**config.mk**
```make
export PLATFORM = sky130hd
export DESIGN_NAME = lsu_mem_ctrl_flat
export DESIGN_NICKNAME = d
export VERILOG_FILES = /design/src/rtl/lsu_pkg.sv /design/src/rtl/lsu_mem_ctrl_if.sv /design/src/rtl/lsu_load_extend.sv /design/src/rtl/lsu_mem_ctrl.sv /design/src/flat_wrapper.sv
export SDC_FILE = /design/constraint.sdc
export NUM_CORES = 1
export LEC_CHECK = 0
export ABC_AREA = 1
export ABC_CLOCK_PERIOD_IN_PS = 5400
export CAP_MARGIN = 40
export CELL_PAD_IN_SITES_DETAIL_PLACEMENT = 0
export CELL_PAD_IN_SITES_GLOBAL_PLACEMENT = 1
export CORE_ASPECT_RATIO = 0.6
export CORE_UTILIZATION = 29
export DETAILED_ROUTE_END_ITERATION = 8
export PLACE_DENSITY = 0.78
export SYNTH_ARGS = -nofsm -noshare
export SYNTH_HDL_FRONTEND = slang
export SYNTH_SLANG_ARGS = --single-unit
```
**constraint.sdc**
```tcl
create_clock -name clk -period 5.4 [get_ports clk]
set_clock_uncertainty 0.05 [all_clocks]
set_input_delay 1.08 -clock clk [delete_from_list [all_inputs] [get_ports clk]]
set_output_delay 1.08 -clock clk [all_outputs]
set_load 0.01 [all_outputs]
```
**src/rtl/lsu_pkg.sv**
```systemverilog
// Shared definitions for the MEM-stage load/store unit: funct3 codes,
// controller state encoding and access-size helpers.
package lsu_pkg;

  localparam logic [2:0] F3_B  = 3'b000;
  localparam logic [2:0] F3_H  = 3'b001;
  localparam logic [2:0] F3_W  = 3'b010;
  localparam logic [2:0] F3_BU = 3'b100;
  localparam logic [2:0] F3_HU = 3'b101;

  localparam int BYTE_W = 8;
  localparam int HALF_W = 16;

  typedef enum logic [2:0] {
    S_IDLE,
    S_LOAD,
    S_STORE,
    S_RMW_RD,
    S_RMW_WR
  } lsu_state_e;

  // 011/110/111 carry funct3[1]=1 and so fall into the word class
  function automatic logic f3_is_word(input logic [2:0] f3);
    return f3[1] == F3_W[1];
  endfunction

  function automatic logic f3_is_half(input logic [2:0] f3);
    return f3[1:0] == F3_H[1:0];
  endfunction

  function automatic logic f3_is_byte(input logic [2:0] f3);
    return f3[1:0] == F3_B[1:0];
  endfunction

  function automatic logic f3_is_unsigned(input logic [2:0] f3);
    return (f3 == F3_BU) || (f3 == F3_HU);
  endfunction

endpackage

```
**src/rtl/lsu_mem_ctrl_if.sv**
```systemverilog
// Pipeline request/response and data-memory port of the load/store unit.
interface lsu_mem_ctrl_if #(
  parameter int AW = 32,
  parameter int DW = 32
);
  logic          req_valid;
  logic          req_we;
  logic [2:0]    req_funct3;
  logic [AW-1:0] req_addr;
  logic [DW-1:0] req_wdata;
  logic          ready;
  logic          load_valid;
  logic [DW-1:0] load_data;
  logic          store_done;
  logic          misalign_exc;
  logic [AW-1:0] mem_addr;
  logic [DW-1:0] mem_wdata;
  logic          mem_we;
  logic [DW-1:0] mem_rdata;

  modport slave (
    input  req_valid, req_we, req_funct3, req_addr, req_wdata, mem_rdata,
    output ready, load_valid, load_data, store_done, misalign_exc,
           mem_addr, mem_wdata, mem_we
  );

  modport master (
    output req_valid, req_we, req_funct3, req_addr, req_wdata, mem_rdata,
    input  ready, load_valid, load_data, store_done, misalign_exc,
           mem_addr, mem_wdata, mem_we
  );
endinterface

```
**src/rtl/lsu_load_extend.sv**
```systemverilog
// Selects the byte/half/word at the given offset of a memory word and
// sign- or zero-extends it to 32 bits according to funct3.
module lsu_load_extend
  import lsu_pkg::*;
(
  input  logic [31:0] word_i,
  input  logic [1:0]  offset_i,
  input  logic [2:0]  funct3_i,
  output logic [31:0] result_o
);
  logic [BYTE_W-1:0] byte_sel;
  logic [HALF_W-1:0] half_sel;

  always_comb begin
    byte_sel = word_i[{offset_i, 3'b000} +: BYTE_W];
    // offset[0] is ignored for halves: natural alignment within the word
    half_sel = offset_i[1] ? word_i[31:16] : word_i[15:0];
    if (f3_is_word(funct3_i))
      result_o = word_i;
    else if (f3_is_half(funct3_i))
      result_o = f3_is_unsigned(funct3_i) ? {16'h0, half_sel} : {{16{half_sel[15]}}, half_sel};
    else
      result_o = f3_is_unsigned(funct3_i) ? {24'h0, byte_sel} : {{24{byte_sel[7]}}, byte_sel};
  end
endmodule

```
**src/rtl/lsu_mem_ctrl.sv**
```systemverilog
// MEM-stage load/store initiator: one request at a time, sub-word loads
// extended, sub-word stores done as read-modify-write. LSU_MISALIGN_TRAP_EN enables misalignment traps.
module lsu_mem_ctrl
  import lsu_pkg::*;
#(
  parameter int AW = 32,
  parameter int DW = 32
) (
  input logic           clk,
  input logic           rst_n,
  lsu_mem_ctrl_if.slave bus
);
  lsu_state_e    state_q, state_d;
  logic [AW-1:0] addr_q, addr_d;
  logic [2:0]    f3_q, f3_d;
  logic [1:0]    off_q, off_d;
  logic [DW-1:0] wdata_q, wdata_d;
  logic [DW-1:0] merge_q, merge_d;
  logic [DW-1:0] ld_q, ld_d;
  logic          lv_q, lv_d, sd_q, sd_d, mis_q, mis_d;
  logic [DW-1:0] ext, merged;
  logic          misalign;

`ifdef LSU_MISALIGN_TRAP_EN
  assign misalign = (f3_is_half(bus.req_funct3) && bus.req_addr[0]) ||
                    (f3_is_word(bus.req_funct3) && (bus.req_addr[1:0] != 2'b00));
`else
  assign misalign = 1'b0;
`endif

  lsu_load_extend u_ext (
    .word_i   (bus.mem_rdata),
    .offset_i (off_q),
    .funct3_i (f3_q),
    .result_o (ext)
  );

  always_comb begin
    merged = bus.mem_rdata;
    if (f3_is_half(f3_q))
      merged[{off_q[1], 4'b0000} +: HALF_W] = wdata_q[HALF_W-1:0];
    else
      merged[{off_q, 3'b000} +: BYTE_W] = wdata_q[BYTE_W-1:0];
  end

  always_comb begin
    state_d = state_q;
    addr_d  = addr_q;
    f3_d    = f3_q;
    off_d   = off_q;
    wdata_d = wdata_q;
    merge_d = merge_q;
    ld_d    = ld_q;
    lv_d    = 1'b0;
    sd_d    = 1'b0;
    mis_d   = 1'b0;
    unique case (state_q)
      S_IDLE: begin
        if (bus.req_valid) begin
          if (misalign) begin
            mis_d = 1'b1;
          end else begin
            addr_d  = {bus.req_addr[AW-1:2], 2'b00};
            f3_d    = bus.req_funct3;
            off_d   = bus.req_addr[1:0];
            wdata_d = bus.req_wdata;
            if (!bus.req_we)                   state_d = S_LOAD;
            else if (f3_is_word(bus.req_funct3)) state_d = S_STORE;
            else                               state_d = S_RMW_RD;
          end
        end
      end
      S_LOAD: begin
        ld_d    = ext;
        lv_d    = 1'b1;
        state_d = S_IDLE;
      end
      S_STORE: begin
        sd_d    = 1'b1;
        state_d = S_IDLE;
      end
      S_RMW_RD: begin
        merge_d = merged;
        state_d = S_RMW_WR;
      end
      S_RMW_WR: begin
        sd_d    = 1'b1;
        state_d = S_IDLE;
      end
      default: state_d = S_IDLE;
    endcase
  end

  always_ff @(posedge clk or negedge rst_n) begin
    if (!rst_n) begin
      state_q <= S_IDLE;
      addr_q  <= '0;
      f3_q    <= '0;
      off_q   <= '0;
      wdata_q <= '0;
      merge_q <= '0;
      ld_q    <= '0;
      lv_q    <= 1'b0;
      sd_q    <= 1'b0;
      mis_q   <= 1'b0;
    end else begin
      state_q <= state_d;
      addr_q  <= addr_d;
      f3_q    <= f3_d;
      off_q   <= off_d;
      wdata_q <= wdata_d;
      merge_q <= merge_d;
      ld_q    <= ld_d;
      lv_q    <= lv_d;
      sd_q    <= sd_d;
      mis_q   <= mis_d;
    end
  end

  // Write strobe comes from the state register alone, so reset kills it at once
  assign bus.ready        = (state_q == S_IDLE);
  assign bus.mem_we       = (state_q == S_STORE) || (state_q == S_RMW_WR);
  assign bus.mem_wdata    = (state_q == S_STORE)  ? wdata_q :
                            (state_q == S_RMW_WR) ? merge_q : '0;
  assign bus.mem_addr     = addr_q;
  assign bus.load_data    = ld_q;
  assign bus.load_valid   = lv_q;
  assign bus.store_done   = sd_q;
  assign bus.misalign_exc = mis_q;
endmodule

```
**src/flat_wrapper.sv**
```systemverilog
// flat-port wrapper written by rule: the top's interface ports become plain ports
module lsu_mem_ctrl_flat import lsu_pkg::*;
#(
  parameter int AW = 32,
  parameter int DW = 32
)
  (clk, rst_n, bus_req_valid, bus_req_we, bus_req_funct3, bus_req_addr, bus_req_wdata, bus_mem_rdata, bus_ready, bus_load_valid, bus_load_data, bus_store_done, bus_misalign_exc, bus_mem_addr, bus_mem_wdata, bus_mem_we);
  lsu_mem_ctrl_if #(.AW(AW), .DW(DW)) bus_i ();
  input logic clk;
  input logic rst_n;
  input wire logic [$bits(bus_i.req_valid)-1:0] bus_req_valid;
  input wire logic [$bits(bus_i.req_we)-1:0] bus_req_we;
  input wire logic [$bits(bus_i.req_funct3)-1:0] bus_req_funct3;
  input wire logic [$bits(bus_i.req_addr)-1:0] bus_req_addr;
  input wire logic [$bits(bus_i.req_wdata)-1:0] bus_req_wdata;
  input wire logic [$bits(bus_i.mem_rdata)-1:0] bus_mem_rdata;
  output wire logic [$bits(bus_i.ready)-1:0] bus_ready;
  output wire logic [$bits(bus_i.load_valid)-1:0] bus_load_valid;
  output wire logic [$bits(bus_i.load_data)-1:0] bus_load_data;
  output wire logic [$bits(bus_i.store_done)-1:0] bus_store_done;
  output wire logic [$bits(bus_i.misalign_exc)-1:0] bus_misalign_exc;
  output wire logic [$bits(bus_i.mem_addr)-1:0] bus_mem_addr;
  output wire logic [$bits(bus_i.mem_wdata)-1:0] bus_mem_wdata;
  output wire logic [$bits(bus_i.mem_we)-1:0] bus_mem_we;
  assign bus_i.req_valid = bus_req_valid;
  assign bus_i.req_we = bus_req_we;
  assign bus_i.req_funct3 = bus_req_funct3;
  assign bus_i.req_addr = bus_req_addr;
  assign bus_i.req_wdata = bus_req_wdata;
  assign bus_i.mem_rdata = bus_mem_rdata;
  assign bus_ready = bus_i.ready;
  assign bus_load_valid = bus_i.load_valid;
  assign bus_load_data = bus_i.load_data;
  assign bus_store_done = bus_i.store_done;
  assign bus_misalign_exc = bus_i.misalign_exc;
  assign bus_mem_addr = bus_i.mem_addr;
  assign bus_mem_wdata = bus_i.mem_wdata;
  assign bus_mem_we = bus_i.mem_we;
  lsu_mem_ctrl #(.AW(AW), .DW(DW)) u_core (.clk(clk), .rst_n(rst_n), .bus(bus_i));
endmodule
```
; ---- Word-level counts from Yosys, hierarchy flattened
; Cells that the tools add are included.
[word_totals]
register_bits = 136
inputBits = 103
out_inout_bits = 101
[classes]
add_sub_neg = 2
n_eq_ne = 8
shifts = 5
mux = 16
reduce_logical = 5
[ops]
columns = op, n
row1 = 32-bit 2-to-1 mux, 7
row2 = 32-bit bitwise mux, 2
row3 = "16-bit by 7-bit variable shift with 32-bit output, first input constant", 1
row4 = "8-bit by 7-bit variable shift with 32-bit output, first input constant", 1
row5 = 16-bit by 7-bit indexed part select with 32-bit output, 1
row6 = 32-bit by 6-bit indexed part select with 8-bit output, 1
row7 = 8-bit by 7-bit indexed part select with 32-bit output, 1
row8 = 16-bit 2-to-1 mux, 1
row9 = 5-bit negator with 7-bit output, 2
row10 = "3-bit == test, second input constant", 3
row11 = "3-bit by 2-bit == test with 1-bit output, second input constant", 2
row12 = 3-bit 2-to-1 mux, 2
row13 = 3-bit case mux with 2 select lines, 1
row14 = "3-bit by 1-bit == test with 1-bit output, second input constant", 1
row15 = 3-bit logical NOT, 1
row16 = 1-bit 2-to-1 mux, 3
row17 = "2-bit by 1-bit == test with 1-bit output, second input constant", 1
row18 = 1-bit logical OR, 2
row19 = "2-bit inequality test, second input constant", 1
row20 = 2-bit AND reduction, 1
row21 = 2-bit OR reduction, 1

; ---- Longest topological paths before layout
[depth]
ltp_word = 5
mapped_depth = 10
mapped_depth_nobuf = 9

; ---- Modules after synthesis
; From an unflattened synthesis, not the netlist that was laid out.
[hier_totals]
cells_unflattened = 1056
hier_area_um2 = 7383.3
[modules_own_cells]
columns = module, n_inst, cells_per_inst, area_per_inst_um2, seq_area_each_um2
row1 = lsu_mem_ctrl, 1, 917, 6747.7, 3403.3
row2 = lsu_load_extend, 1, 139, 635.6, 0.0

; ---- Worst setup path before layout
; Ideal clock, no wire load.
[synth_timing]
path_type = register to output
from = register u_core.state_q[0]
to = output port bus_mem_wdata[15]
arrival_time_ps = 1206
required_ps = 4270
path_slack_ps = 3064
stages_incl_launch_ff = 5
n_path_buf = 1
cell_sequence = dfrtp_1 > nor2_4 > nand2_1 > clkbuf_1 > o22ai_1
[synth_between]
elab_chain_cells = 3
[synth_lines]
columns = element, line
row1 = from (decl), lsu_mem_ctrl.sv:13  ; lsu_state_e state_q, state_d;
row2 = from (signal assigned), lsu_mem_ctrl.sv:107  ; state_q <= state_d;
row3 = 3-bit == test, lsu_mem_ctrl.sv:124  ; (state_q == S_RMW_WR) ? merge_q : '0;
row4 = 32-bit 2-to-1 mux, lsu_mem_ctrl.sv:124
row5 = 32-bit 2-to-1 mux (*), lsu_mem_ctrl.sv:123  ; assign bus.mem_wdata = (state_q == S_STORE) ? wdata_q :
row6 = to (decl), flat_wrapper.sv:23  ; output wire logic [$bits(bus_i.mem_wdata)-1:0] bus_mem_wdata;
; Mark *: on every way between the ends. The rest lies on a longest branch, timed or not.

; ---- Worst setup path in the final report
[layout_timing]
from = register u_core.state_q[0]
to = output port bus_mem_wdata[7]
; The elaborated chain is that of the path after synthesis.

==> summary.txt <==
Die
  – Die width: 207 um
  – Core footprint: 24500 um2
  – IO Pins: 204
  – Num rows: 44
  – Die Height: 125 um
  – Starting Density: 29.9%
  – Die area: 25900 um2

Clock tree
  – Clk buf depth: 2
  – Post-CTS resize count: 0
  – CTS tree: yes
  – # hold bufs at CTS: 0
  – Clock sink total: 136
  – Clock Latency Late Sink: 0.43 ns
  – H-tree levels: 4
  – Clock transition at the registers of the reported paths: 0.06 ns
  – Post-CTS Setup Inserts: 0
  – Root buf cell: clkbuf_16
  – Cts bufs inserted: 17

GRT
  – Initial antenna violation count: 3
  – First-pass GRT wire length: 41300 um
  – Total track usage: 21.0%
  – GRT overflow: 0
  – Vias in the first global route: 6823
  – Largest net degree at the start of global routing: 72

Worst hold path
  – Worst Hold End: u_core.bus.mem_addr[7]
  – Worst hold path depth: 2
  – Start point of the worst hold path: u_core.bus.mem_addr[7]
  – Min-Delay Path Class: flip-flop to flip-flop

Synth
  – Mux share of post-synthesis cell area: 0%
  – Synthesized area: 7320 um2
  – Count of different cell masters after synthesis: 27
  – Syn. warnings: 0
  – Average cell area after synthesis: 7.39 um2
  – Simple-gate area share of the yosys netlist: 20.2%
  – Synth Area in Adders: 0.855%
  – Synth Area in XOR/XNOR: 0%
  – Post-Syn Instances: 990
  – Largest family of logic cells by synthesized area: compound AO/OA/AOI/OAI gates
  – Async SR Flop Fraction: 100%
  – Sequential cell area fraction in the yosys report: 46.5%
  – Post-synth EDFFs: 0
  – Post-synth top flop: dfrtp_1
  – Yosys top cell area share: 46.5%
  – Synth Area in Compound Gates: 20.9%
  – Leading area contributor after synthesis: dfrtp_1
  – Synthesized flop and latch total: 136
  – Synth top area cells: dfrtp_1, nand2_1, o21ai_0

Drt
  – 1st-iter DRT viols: 494
  – DRT antenna net count: 0
  – Routed WL: 26700 um
  – Vias: 7186
  – Number of vias per cell: 4.80
  – Per-cell routed wire length: 17.8 um
  – Remaining DRCs: 10
  – First-pass iteration count of the detailed router: 9

Timing
  – Setup TNS: 0 ns
  – Final count of hold timing violations: 0
  – Slew HR: 47.6%
  – Min Tclk post-route: 3.64 ns
  – Slew @ Worst Pin: 0.784 ns
  – Final setup violation count: 0
  – Hold_ws: 0.426 ns
  – FMAX: 274 MHz
  – Max Transition Viols Final: 0
  – Worst setup margin: 1.76 ns
  – Period utilization: 67.5%
  – RSZ-0062 raised after global routing: false

Worst setup path
  – R2R Setup Slk: 2.46 ns
  – Worst R2R Path Depth: 7
  – Worst setup EP type: output port
  – Start of the worst register-to-register path: u_core.off_q[1]
  – CP required: 4.27 ns
  – Crit path DAT: 2.51 ns
  – Top fanout value on the critical path: 21
  – Reg2reg end: u_core.merge_q[30]
  – Crit path kind: flip-flop to output port
  – CP Launch Type: flip-flop

Placed design
  – Worst slack at placement: 1.93 ns
  – Placed Area: 9550 um2
  – Gp weighted congestion: 0.899
  – Detailed Place HPWL: 19200 um
  – I/O Buffers: 200

Cells and area
  – Area Growth Syn to Fin: 39.3%
  – End-of-flow core utilization: 41.6%
  – Diodes inserted: 0
  – Fin area: 10200 um2
  – Footprint of the multi-input gates: 3080 um2
  – Layout net count: 1270
  – Share of layout cells above drive strength 1: 6.04%
  – Register Area: 3400 um2
  – # fillers: 2489

Status
  – Status: finished, violations left
  – Violated checks: design-rule violations

Pwr
  – Max IR drop VDD: 0.000196 V
  – PwrDens: 410 nW/um2
  – Pleak: 4.73 nW

Run
  – MaxCap Viol Count: 0
metal layers:
layer,part of all wire (%),track usage (%),vias to the layer above
met1,53,33.1,3362
met2,38,26.9,286
met3,7.8,5.93,37
met4,1.5,5.71,4
met5,0.086,0,-
li1,-,-,3497
state kept, by name (all words and copies together) (netlist names):
name / flops
u_core.bus.load_data: 32
u_core.merge_q: 32
u_core.wdata_q: 32
u_core.bus.mem_addr: 30
u_core.f3_q: 3
u_core.state_q: 3
u_core.off_q: 2
u_core.bus.load_valid: 1
u_core.bus.store_done: 1
where the power goes:
part	switching, W	leakage (nW)	internal (W)
logic	0.000766	2.77	0.000606
clock network	0.000486	0.316	0.000826
registers	0.000173	1.65	0.00132
final cells by class:
class | instances | share of cell area [%]
Clock buffer | 19 | 4.25
Clock inverter | 13 | 2.12
Inverter | 133 | 4.90
Multi-Input combinational cell | 663 | 30.2
Sequential cell | 136 | 33.4
Tap cell | 322 | 3.95
Timing Repair Buffer | 211 | 21.2
synthesized netlist by cell type (8+ instances only):
cell and instances:
buf_2 19, dfrtp_1 136, o21ai_0 161, nand2_1 273, o21bai_1 8, buf_4 8
or2_2 16, o211ai_1 8, o21ai_1 10, clkbuf_1 23, nor2_1 44, a21oi_1 78
nand3_1 22, o22ai_1 25, inv_1 127, buf_6 8
kinds of logic (layout without fill, tap and decap cells):
family	count (synthesis)	in the layout
adders and majority gates	5	5
buffers and inverters	193	376
AOI/OAI and AO/OA	291	291
other	1	3
DFF	136	136
and+or+nand+nor	364	364
cell usage in the layout (no fill, tap or decap):
cell and instances:
a21oi_1 78, a21oi_2 1, buf_12 1, buf_16 3
buf_4 7, buf_6 1, bufinv_16 5, clkbuf_1 2
clkbuf_16 17, clkdlybuf4s50_1 199, clkinv_2 1, clkinv_4 4
conb_1 3, dfrtp_1 135, dfrtp_2 1, ha_1 5
inv_1 127, inv_2 6, inv_6 3, nand2_1 273
nand2_2 1, nand2_4 1, nand3_1 22, nand4_1 1
nor2_1 44, nor2_4 2, nor3b_2 1, o211ai_1 8
o21ai_0 161, o21ai_1 10, o21bai_1 8, o22ai_1 25
or2_0 3, or2_2 16
worst max-delay path by stage:
stage / start / to / slack [ns]
CTS: u_core.state_q[0] / bus_mem_wdata[7] / 1.73
detailed placement: bus_req_valid / u_core.f3_q[0] / 1.93
floorplan: u_core.state_q[0] / bus_mem_wdata[15] / 3.06
global route: u_core.state_q[0] / bus_mem_wdata[7] / 1.66
finish: u_core.state_q[0] / bus_mem_wdata[7] / 1.76
global placement: u_core.state_q[0] / bus_mem_wdata[7] / 1.79
worst max-delay path: stages, from the launching register on:
cell,delay [ns]
dfrtp_1,0.41
nor2_4,0.22
nand2_1,0.25
buf_16,0.24
o22ai_1,0.32
clkdlybuf4s50_1,0.62
per-stage QoR:
stage | instances | power, W
2_1_floorplan | 992 | 0.00221
3_3_place_gp | 1461 | 0.00284
3_5_place_dp | 1465 | 0.00287
4_1_cts | 1497 | 0.00420
5_1_grt | 1497 | 0.00444
6_report | 1497 | 0.00418
(Power assumes the default switching activity.)
